<file path="src/rtl/wb_sched_if.sv">
// Bundles the write-source, issue, busy-check and register-file write
// signals around the writeback scheduler.
interface wb_sched_if;
  logic        pipe_we;
  logic [4:0]  pipe_w;
  logic [31:0] pipe_din;
  logic        mdu_valid;
  logic [4:0]  mdu_w;
  logic [31:0] mdu_din;
  logic        mdu_ready;
  logic        iss_valid;
  logic [4:0]  iss_w;
  logic [4:0]  A;
  logic [4:0]  B;
  logic        busyA;
  logic        busyB;
  logic        hold;
  logic        RFWr;
  logic [4:0]  W;
  logic [31:0] din;

  modport master (
    output pipe_we, pipe_w, pipe_din, mdu_valid, mdu_w, mdu_din,
           iss_valid, iss_w, A, B,
    input  mdu_ready, busyA, busyB, hold, RFWr, W, din
  );

  modport slave (
    input  pipe_we, pipe_w, pipe_din, mdu_valid, mdu_w, mdu_din,
           iss_valid, iss_w, A, B,
    output mdu_ready, busyA, busyB, hold, RFWr, W, din
  );
endinterface

</file>
<file path="src/rtl/wb_sched.sv">
// Writeback scheduler: merges the pipeline WB stage and buffered MDU results
// onto the single register-file write port and tracks pending MDU writes.
module wb_sched #(
  parameter int DEPTH      = 4,
  parameter int AW         = 2,
  parameter int STARVE_MAX = 8
) (
  input logic        clk,
  input logic        rst,
  wb_sched_if.slave  bus
);
  localparam int SW = $clog2(STARVE_MAX + 1);

  logic [4:0]    fifo_w [DEPTH];
  logic [31:0]   fifo_d [DEPTH];
  logic [AW-1:0] rd_ptr;
  logic [AW-1:0] wr_ptr;
  logic [AW:0]   count;
  logic [31:0]   pending;
  logic [31:0]   pending_nxt;
  logic [SW-1:0] starve;

  logic       empty;
  logic       full;
  logic       pslot;
  logic       pop;
  logic       push;
  logic [4:0] head_w;

  assign empty  = (count == '0);
  assign full   = (count == (AW+1)'(DEPTH));
  assign head_w = fifo_w[rd_ptr];
  assign pslot  = !rst && bus.pipe_we && (bus.pipe_w != 5'd0);
  assign pop    = !rst && !pslot && !empty;
  assign push   = bus.mdu_valid && bus.mdu_ready && (bus.mdu_w != 5'd0);

  assign bus.mdu_ready = !rst && !full;
  assign bus.busyA = pending[bus.A] && !(pop && head_w == bus.A);
  assign bus.busyB = pending[bus.B] && !(pop && head_w == bus.B);
  assign bus.hold  = pslot && !empty && (starve >= SW'(STARVE_MAX - 1));

  always_comb begin
    bus.RFWr = 1'b0;
    bus.W    = 5'd0;
    bus.din  = 32'd0;
    if (pslot) begin
      bus.RFWr = 1'b1;
      bus.W    = bus.pipe_w;
      bus.din  = bus.pipe_din;
    end else if (pop) begin
      bus.RFWr = 1'b1;
      bus.W    = head_w;
      bus.din  = fifo_d[rd_ptr];
    end
  end

  // An issue and a head write to the same register in one cycle leave it pending.
  always_comb begin
    pending_nxt = pending;
    if (pop)
      pending_nxt[head_w] = 1'b0;
    if (bus.iss_valid && bus.iss_w != 5'd0)
      pending_nxt[bus.iss_w] = 1'b1;
    pending_nxt[0] = 1'b0;
  end

  always_ff @(posedge clk) begin
    if (push) begin
      fifo_w[wr_ptr] <= bus.mdu_w;
      fifo_d[wr_ptr] <= bus.mdu_din;
    end
  end

  always_ff @(posedge clk or posedge rst) begin
    if (rst) begin
      rd_ptr  <= '0;
      wr_ptr  <= '0;
      count   <= '0;
      pending <= '0;
      starve  <= '0;
    end else begin
      if (push)
        wr_ptr <= wr_ptr + 1'b1;
      if (pop)
        rd_ptr <= rd_ptr + 1'b1;
      if (push && !pop)
        count <= count + 1'b1;
      else if (pop && !push)
        count <= count - 1'b1;
      pending <= pending_nxt;
      if (pop || empty)
        starve <= '0;
      else if (pslot && starve != SW'(STARVE_MAX))
        starve <= starve + 1'b1;
    end
  end
endmodule

</file>
<file path="src/flat_wrapper.sv">
// flat-port wrapper written by rule: the top's interface ports become plain ports
module wb_sched_flat 
#(
  parameter int DEPTH      = 4,
  parameter int AW         = 2,
  parameter int STARVE_MAX = 8
)
  (clk, rst, bus_pipe_we, bus_pipe_w, bus_pipe_din, bus_mdu_valid, bus_mdu_w, bus_mdu_din, bus_iss_valid, bus_iss_w, bus_A, bus_B, bus_mdu_ready, bus_busyA, bus_busyB, bus_hold, bus_RFWr, bus_W, bus_din);
  wb_sched_if bus_i ();
  input logic clk;
  input logic rst;
  input wire logic [$bits(bus_i.pipe_we)-1:0] bus_pipe_we;
  input wire logic [$bits(bus_i.pipe_w)-1:0] bus_pipe_w;
  input wire logic [$bits(bus_i.pipe_din)-1:0] bus_pipe_din;
  input wire logic [$bits(bus_i.mdu_valid)-1:0] bus_mdu_valid;
  input wire logic [$bits(bus_i.mdu_w)-1:0] bus_mdu_w;
  input wire logic [$bits(bus_i.mdu_din)-1:0] bus_mdu_din;
  input wire logic [$bits(bus_i.iss_valid)-1:0] bus_iss_valid;
  input wire logic [$bits(bus_i.iss_w)-1:0] bus_iss_w;
  input wire logic [$bits(bus_i.A)-1:0] bus_A;
  input wire logic [$bits(bus_i.B)-1:0] bus_B;
  output wire logic [$bits(bus_i.mdu_ready)-1:0] bus_mdu_ready;
  output wire logic [$bits(bus_i.busyA)-1:0] bus_busyA;
  output wire logic [$bits(bus_i.busyB)-1:0] bus_busyB;
  output wire logic [$bits(bus_i.hold)-1:0] bus_hold;
  output wire logic [$bits(bus_i.RFWr)-1:0] bus_RFWr;
  output wire logic [$bits(bus_i.W)-1:0] bus_W;
  output wire logic [$bits(bus_i.din)-1:0] bus_din;
  assign bus_i.pipe_we = bus_pipe_we;
  assign bus_i.pipe_w = bus_pipe_w;
  assign bus_i.pipe_din = bus_pipe_din;
  assign bus_i.mdu_valid = bus_mdu_valid;
  assign bus_i.mdu_w = bus_mdu_w;
  assign bus_i.mdu_din = bus_mdu_din;
  assign bus_i.iss_valid = bus_iss_valid;
  assign bus_i.iss_w = bus_iss_w;
  assign bus_i.A = bus_A;
  assign bus_i.B = bus_B;
  assign bus_mdu_ready = bus_i.mdu_ready;
  assign bus_busyA = bus_i.busyA;
  assign bus_busyB = bus_i.busyB;
  assign bus_hold = bus_i.hold;
  assign bus_RFWr = bus_i.RFWr;
  assign bus_W = bus_i.W;
  assign bus_din = bus_i.din;
  wb_sched #(.DEPTH(DEPTH), .AW(AW), .STARVE_MAX(STARVE_MAX)) u_core (.clk(clk), .rst(rst), .bus(bus_i));
endmodule
</file>
<file path="config.mk">
export PLATFORM = sky130hd
export DESIGN_NAME = wb_sched_flat
export DESIGN_NICKNAME = d
export VERILOG_FILES = /design/src/rtl/wb_sched_if.sv /design/src/rtl/wb_sched.sv /design/src/flat_wrapper.sv
export SDC_FILE = /design/constraint.sdc
export NUM_CORES = 1
export LEC_CHECK = 0
export ABC_AREA = 0
export CORE_ASPECT_RATIO = 0.9
export CORE_UTILIZATION = 40
export DETAILED_ROUTE_END_ITERATION = 8
export SLEW_MARGIN = 5
export SYNTH_ARGS = -nofsm -noshare
export SYNTH_HDL_FRONTEND = slang
export SYNTH_SLANG_ARGS = --single-unit
</file>
<file path="constraint.sdc">
create_clock -name clk -period 3.35 [get_ports clk]
set_input_delay 0.335 -clock clk [delete_from_list [all_inputs] [get_ports clk]]
set_output_delay 0.335 -clock clk [all_outputs]
set_load 0.1 [all_outputs]
</file>
; Word level (Yosys, flattened, before mapping)
; Memories as Yosys holds them, arrays and structs flattened.
; Cells that the tools add are included.
[totals]
ramBits = 148
memories = 2
out_inout_bits = 42
elab_cells = 82
register_bits = 42
[mem_list]
columns = name, words, width, read_ports, rd_clocked_by_memory_dff, wr, line
row1 = u_core.fifo_d, 4, 32, 1, 0, 1, wb_sched.sv:15  ; logic [31:0] fifo_d [DEPTH];
row2 = u_core.fifo_w, 4, 5, 1, 0, 1, wb_sched.sv:14  ; logic [4:0] fifo_w [DEPTH];
[classes]
bitwise = 3
n_mux = 22
n_reduce_logical = 34
add_sub_neg = 5
eq_ne = 4
n_lt_le_gt_ge = 7
[op_table]
columns = operator, n
row1 = $mux W32, 4
row2 = $and A32 B32 Y32, 1
row3 = $not A32 Y32, 1
row4 = $or A32 B32 Y32, 1
row5 = $lt A5 B6 Y1 const B, 4
row6 = $logic_and A1 B1 Y1, 19
row7 = $reduce_bool A5 Y1, 3
row8 = $bmux W1 S5, 2
row9 = $demux W1 S5, 2
row10 = $eq A5 B5 Y1, 2
row11 = $ge A5 B1 Y1 const B, 2
row12 = $mux W5, 2
row13 = $logic_not A1 Y1, 8
row14 = $mux W1, 8
row15 = $mux W4, 2
row16 = $mux W3, 2
row17 = $add A2 B1 Y2 const B, 2
row18 = $add A4 B1 Y4 const B, 1
row19 = $ge A4 B3 Y1 const B, 1
row20 = $ne A4 B4 Y1 const B, 1
row21 = $reduce_bool A2 Y1, 2
row22 = $add A3 B1 Y3 const B, 1
row23 = $eq A3 B3 Y1 const B, 1
row24 = $logic_not A3 Y1, 1
row25 = 2 further kinds, 2

; Longest topological paths before layout
; Gate-level depths: netlist (run 1).
; An unclocked memory read counts as a cell.
[depth]
depth_word = 10
mapped_depth = 10
mapped_depth_nobuf = 10

; Worst setup path after synthesis (run 1)
; OpenSTA, ideal clock, no wires.
[synth_timing]
path_type = in2out
from = input port bus_pipe_we
to = output port bus_hold
required_time_ns = 3.015
path_slack_ns = -0.652
arrival_ns = 3.667
stages = 5
n_path_buf = 2
cell_sequence = nor2b_1 > a21boi_0 > clkbuf_1 > clkbuf_1 > nor3b_1
[synth_between]
elab_chain_len = 4
[synth_rtl]
columns = item, line
row1 = "start, declared", flat_wrapper.sv:12  ; input wire logic [$bits(bus_i.pipe_we)-1:0] bus_pipe_we;
row2 = $logic_and A1 B1 Y1 (2 in series), wb_sched.sv:33  ; assign pslot = !rst && bus.pipe_we && (bus.pipe_w != 5'd0);
row3 = $logic_and A1 B1 Y1 (2 in series), wb_sched.sv:40  ; assign bus.hold = pslot && !empty && (starve >= SW'(STARVE_MAX - 1));
row4 = "end, declared", flat_wrapper.sv:25  ; output wire logic [$bits(bus_i.hold)-1:0] bus_hold;
; Every way passes these cells.

; Final worst setup path (run 1)
[layout_timing]
from = input port bus_B[0]
to = output port bus_busyB
[layout_between]
elab_chain_len = 4
word_cells_on_any_way = 6
cone_classes = eq/ne: 1 / mux: 2 / reduce/logical: 3
[layout_rtl]
columns = item, line
row1 = "start, declared", flat_wrapper.sv:21  ; input wire logic [$bits(bus_i.B)-1:0] bus_B;
row2 = branches (longest 3 deep; another with $bmux W1 S5), --
row3 = $logic_and A1 B1 Y1 (*), wb_sched.sv:39  ; assign bus.busyB = pending[bus.B] && !(pop && head_w == bus.B);
row4 = "end, declared", flat_wrapper.sv:24  ; output wire logic [$bits(bus_i.busyB)-1:0] bus_busyB;
; Every way passes the cells marked *. The select of a mux whose other input is x is not followed.

==> metrics, run 1 <==
Routed wire per std cell=20.6 um; PwrDens=784 nW/um2; DR iter-0 viols=358; num rows=49; Hold WS=331 ps; Final Util=54.8%; CP Max Fanout=5; total power=8.69 mW; vias in the first global route=5461; CTS tree=yes; Hold Fails Final Rpt=0; CP startpoint=bus_B[0]; number of flops mapped to enable cells by yosys=148; RSZ-0062 raised after global routing=false; Final ANT Viol Nets=0; startpoint of the worst register-to-register path=u_core.rd_ptr[0]; synth unique cells=42; DRC violations left=0; syn_nets=596; met1 usage in global routing=23.2%; dpl hpwl=12.9 mm; worst slack, placed=250 ps; met2 Use GR=29.9%; first-pass GRT wire length=29.6 mm; Startpoint Class=primary input; vias per cell=5.65; placed cell area=10500 um2; CTS resizes=0; layout cell share with drive strength beyond 1=22.8%; Slew Viols, Final=0; ys flop type=edfxtp_1; router iterations before antenna repair=5; Reg2Reg Depth=5; CTS Buf Count=17; I/O Pins=136; WS Path Type=in -> out; most frequent cells in the layout=edfxtp_1 (148), clkdlybuf4s50_1 (93), o21ai_0 (62); # placed instances=877; cell area after layout=11100 um2; Die ar.=21500 um2; Nets=743; CTS sink count=190; Max Clk Rate=322 MHz; Fillers=1597; Syn Area/Cell=16.9 um2; post-CTS setup buffers=0; Critical R2R Capture=u_core.pending[12]; WL final=18.8 mm; Sum Neg Setup Slack=0 ps; slowest CP cell=clkdlybuf4s50_1; GRT Util Overall=18.3%; antenna violations before repair=3; final setup margin=241 ps; routed via count=5136; Crit path depth=7; r2r setup slk=840 ps; hold buffer count at CTS=0; global route overflow=0; status=complete, no violations; Synth Register Bits=190; final period demand of the worst path=3110 ps; H-tree lvl count=4; Setup Skew=12.4 ps; sequential area share after synthesis=65.7%; Arr. time, crit path=2770 ps; final setup vio count=0; initial cell density of the core=41.3%; maximum clock insertion buffer count=2; min-delay worst type=in -> async; clk_lat worst skew=420 ps; Lkg Pwr=3.89 nW; critical-path cell list=clkdlybuf4s50_1 -> mux4_1 -> mux4_2 -> and2_4 -> mux2i_1 -> a41oi_2 -> buf_12; fin cells=909; largest net degree at the start of global routing=39; max-cap violation count=0; Clk pin slew, worst setup/hold paths=70 ps; Tightest Pin Transition=562 ps; Post-synth ARST share=22.1%; Slew Limit Headroom=62.5%; Die W=154 um; layout overhead on the synthesized area=32.7%; Worst setup EP type=primary output; area of the core=20200 um2; Synth Warn #=0; Synth Cell Area=8360 um2; delay-heaviest family, CP=multiplexers; Critical path destination=bus_busyB; Worst path max stage delay=640 ps; WP buf/inv=2; grt met3 use=5.22%; GRT Max-Usage Layer=met2; Mapped Cells=494; commonest non-fill, non-tap cell in the layout=edfxtp_1; Worst EP required=3010 ps; Tcrit/Tclk final=92.8%; GPL Wtd Cong=0.903; port bufs=135; worst vdd ir=0.000421 V; CTS root buf=clkbuf_16; die height=139 um
[Yosys cell counts, drive strengths merged (3+ instances only)]
library cell / number / share of area, %
edfxtp: 148 / 53
o21ai: 64 / 3.8
mux4: 53 / 15
dfrtp: 42 / 13
a22o: 35 / 3.7
nor2: 16 / 0.72
inv: 14 / 0.63
clkbuf: 12 / 0.54
buf: 11 / 0.78
nand2: 11 / 0.49
xnor2: 9 / 0.94
xor2: 8 / 0.84
and2: 7 / 0.58
ha: 7 / 1.0
nand3b: 7 / 0.63
mux2i: 5 / 0.60
nand4: 5 / 0.37
mux2: 4 / 0.54
nand3: 4 / 0.24
nor3: 4 / 0.24
a21oi: 3 / 0.18
[cell type report]
cell class                 count  area [um2]  area share, %
sequential                   190        5500           49.6
multi-input combinational    267        2740           24.7
timing repair buffer         151        1900           17.2
clock buffer                  19         433           3.90
tap                          255         319           2.88
clock inverter                12         138           1.24
inverter                      14        52.6          0.474
antenna                        1        2.50         0.0226
[worst min-delay path by stage]
stage | from | endpoint | slack, ps
after global placement | u_core.count[2] | u_core.count[2] | 500
after floorplan | bus_mdu_din[0] | u_core.fifo_d[0][0] | 430
after global routing | rst | u_core.count[0] | 360
after CTS | rst | u_core.count[2] | 330
after detailed placement | u_core.count[2] | u_core.count[2] | 510
final | rst | u_core.wr_ptr[0] | 330
[sequential cells by signal, indices dropped and copies added, names as in the netlist]
register / cells
u_core.count: 3
u_core.fifo_d: 128
u_core.fifo_w: 20
u_core.pending: 31
u_core.rd_ptr: 2
u_core.starve: 4
u_core.wr_ptr: 2
[routing by layer]
metal | vias up | wire, um
met5 | - | 13
met4 | 2 | 384
met3 | 23 | 1290
met2 | 183 | 9030
met1 | 2632 | 8050
li1 | 2296 | -
[where the power goes]
part,switching (mW),leakage (nW),internal (mW),total [mW]
Combinational,1.97,1.79,1.48,3.45
Clock,0.839,0.259,1.10,1.94
Sequential,0.316,1.85,2.99,3.30
Total,3.12,3.89,5.57,8.69
[cells by family (layout without fill, tap and decap cells)]
logic type | after synthesis | in the layout | synth area share [%]
other cells | 0 | 1 | 0
fa+ha+maj | 8 | 8 | 1.29
xor+xnor | 17 | 17 | 1.78
mux | 62 | 62 | 16.0
compound gates | 114 | 114 | 8.88
flops | 190 | 190 | 65.7
simple gates | 66 | 66 | 4.31
buf+inv | 37 | 196 | 1.95
Power figures use the tool's default switching activity.
==> run 2, diff against run 1 <==
Settings changed: HOLD_SLACK_MARGIN set to 0.03, PLACE_DENSITY set to 0.72.
==> metrics, run 2 (synthesized netlist as in run 1, its figures left out) <==
status=complete, no violations (unchanged); routed via count=5211 (was 5136); maximum clock insertion buffer count=2 (unchanged); Final ANT Viol Nets=0 (unchanged); Regs by FF count=u_core.fifo_d: 128 flops, u_core.pending: 31 flops, u_core.fifo_w: 20 flops (unchanged); Slew Viols, Final=0 (unchanged); Worst EP required=3010 ps (about the same); Lkg Pwr=3.92 nW (was 3.89 nW); Clk pin slew, worst setup/hold paths=70 ps (about the same); min-delay worst type=in -> async (unchanged); first-pass GRT wire length=29.9 mm (was 29.6 mm); Routed wire per std cell=21.0 um (was 20.6 um); Startpoint Class=primary input (unchanged); Tightest Pin Transition=587 ps (was 562 ps); GPL Wtd Cong=0.875 (was 0.903); Setup Skew=6.97 ps (was 12.4 ps); Die W=154 um (unchanged); final period demand of the worst path=3100 ps (was 3110 ps); I/O Pins=136 (unchanged); Slew Limit Headroom=60.8% (was 62.5%); vias in the first global route=5504 (was 5461); post-CTS setup buffers=0 (unchanged); CTS Buf Count=17 (unchanged); layout overhead on the synthesized area=33.3% (was 32.7%); PwrDens=791 nW/um2 (was 784 nW/um2); Nets=741 (was 743); Hold Fails Final Rpt=0 (unchanged); clk_lat worst skew=430 ps (was 420 ps); Arr. time, crit path=2760 ps (was 2770 ps); layout cell share with drive strength beyond 1=22.9% (was 22.8%); RSZ-0062 raised after global routing=false (unchanged); most frequent cells in the layout=edfxtp_1 (148), clkdlybuf4s50_1 (93), o21ai_0 (62) (unchanged); max-cap violation count=0 (unchanged); hold buffer count at CTS=0 (unchanged); commonest non-fill, non-tap cell in the layout=edfxtp_1 (unchanged); antenna violations before repair=0 (was 3); worst vdd ir=0.000485 V (was 0.000421 V); WL final=19.0 mm (was 18.8 mm); CTS tree=yes (unchanged); GRT Util Overall=18.6% (was 18.3%); Worst setup EP type=primary output (unchanged); die height=139 um (unchanged); num rows=49 (unchanged); DR iter-0 viols=358 (unchanged); WS Path Type=in -> out (unchanged); Max Clk Rate=323 MHz (was 322 MHz); global route overflow=0 (unchanged); CTS resizes=0 (unchanged); port bufs=135 (unchanged); dpl hpwl=13.4 mm (was 12.9 mm); area of the core=20200 um2 (unchanged); CTS sink count=190 (unchanged); number of flip-flops under the largest register name=128 (unchanged); n_diodes=0 (was 1); CTS root buf=clkbuf_16 (unchanged); Tcrit/Tclk final=92.4% (was 92.8%); Die ar.=21500 um2 (unchanged); largest net degree at the start of global routing=43 (was 39); vias per cell=5.75 (was 5.65); Hold WS=523 ps (was 331 ps); final setup vio count=0 (unchanged); router iterations before antenna repair=4 (was 5); H-tree lvl count=4 (unchanged); Biggest register=u_core.fifo_d (unchanged); final setup margin=254 ps (was 241 ps); Sum Neg Setup Slack=0 ps (unchanged); worst slack, placed=254 ps (was 250 ps); DRC violations left=0 (unchanged); CP Max Fanout=6 (was 5); initial cell density of the core=41.3% (unchanged)
run 2: final timing paths:
kind / endpoint / startpoint / depth (start not counted) / slack [ps]
worst max register to register: u_core.count[2] / u_core.count[0] / 10 / 670
min in group clk: u_core.pending[5] / u_core.pending[5] / 2 / 530
worst min-delay path: u_core.starve[1] / rst / 3 / 520
max in group asynchronous: u_core.rd_ptr[1] / rst / 3 / 2420
worst max-delay path: bus_busyA / bus_A[0] / 7 / 250
worst min register to register: u_core.pending[5] / u_core.pending[5] / 2 / 530
run 2: through the flow:
| stage | std cells | total power [mW] | utilization [%] | cell area [um2] |
|---|---|---|---|---|
| finish | 907 | 8.82 | 55.1 | 11100 |
| floorplan | 494 | 5.61 | - | 8380 |
| global route | 907 | 9.20 | 55.1 | 11100 |
| detailed placement | 875 | 6.85 | 52.1 | 10500 |
| global placement | 875 | 6.74 | 52.1 | 10500 |
| CTS | 907 | 8.87 | 55.1 | 11100 |
run 2: final cells by class:
class                      count  area, um2
sequential                   190       5500
multi-input combinational    267       2740
timing repair buffer         149       1930
clock inverter                15        175
inverter                      14       52.6
tap                          255        319
fill                        1584       9090
clock buffer                  17        425
run 2: power breakdown:
group / total [mW] / switching [mW] / internal (mW)
registers: 3.29 / 0.301 / 2.99
clock network: 2.03 / 0.902 / 1.13
logic: 3.50 / 2.00 / 1.50
run 2: critical path, stage by stage:
cell and delay, ps:
clkdlybuf4s50_1 650, mux4_1 590, mux4_2 480, and2_4 170, mux2i_1 150, a41oi_2 170
buf_12 210
run 2: routing by layer:
metal,routed length [um],GRT usage [%]
met1,7400,22.8
met2,9660,31.5
met3,1520,5.03
met4,461,7.61
met5,0,0
==> run 3, diff against run 2 <==
Settings changed: CTS_BUF_LIST set to sky130_fd_sc_hd__clkbuf_16.
==> results of run 3 <==
No change in the layout: final DEF, timing and power equal those of run 2.
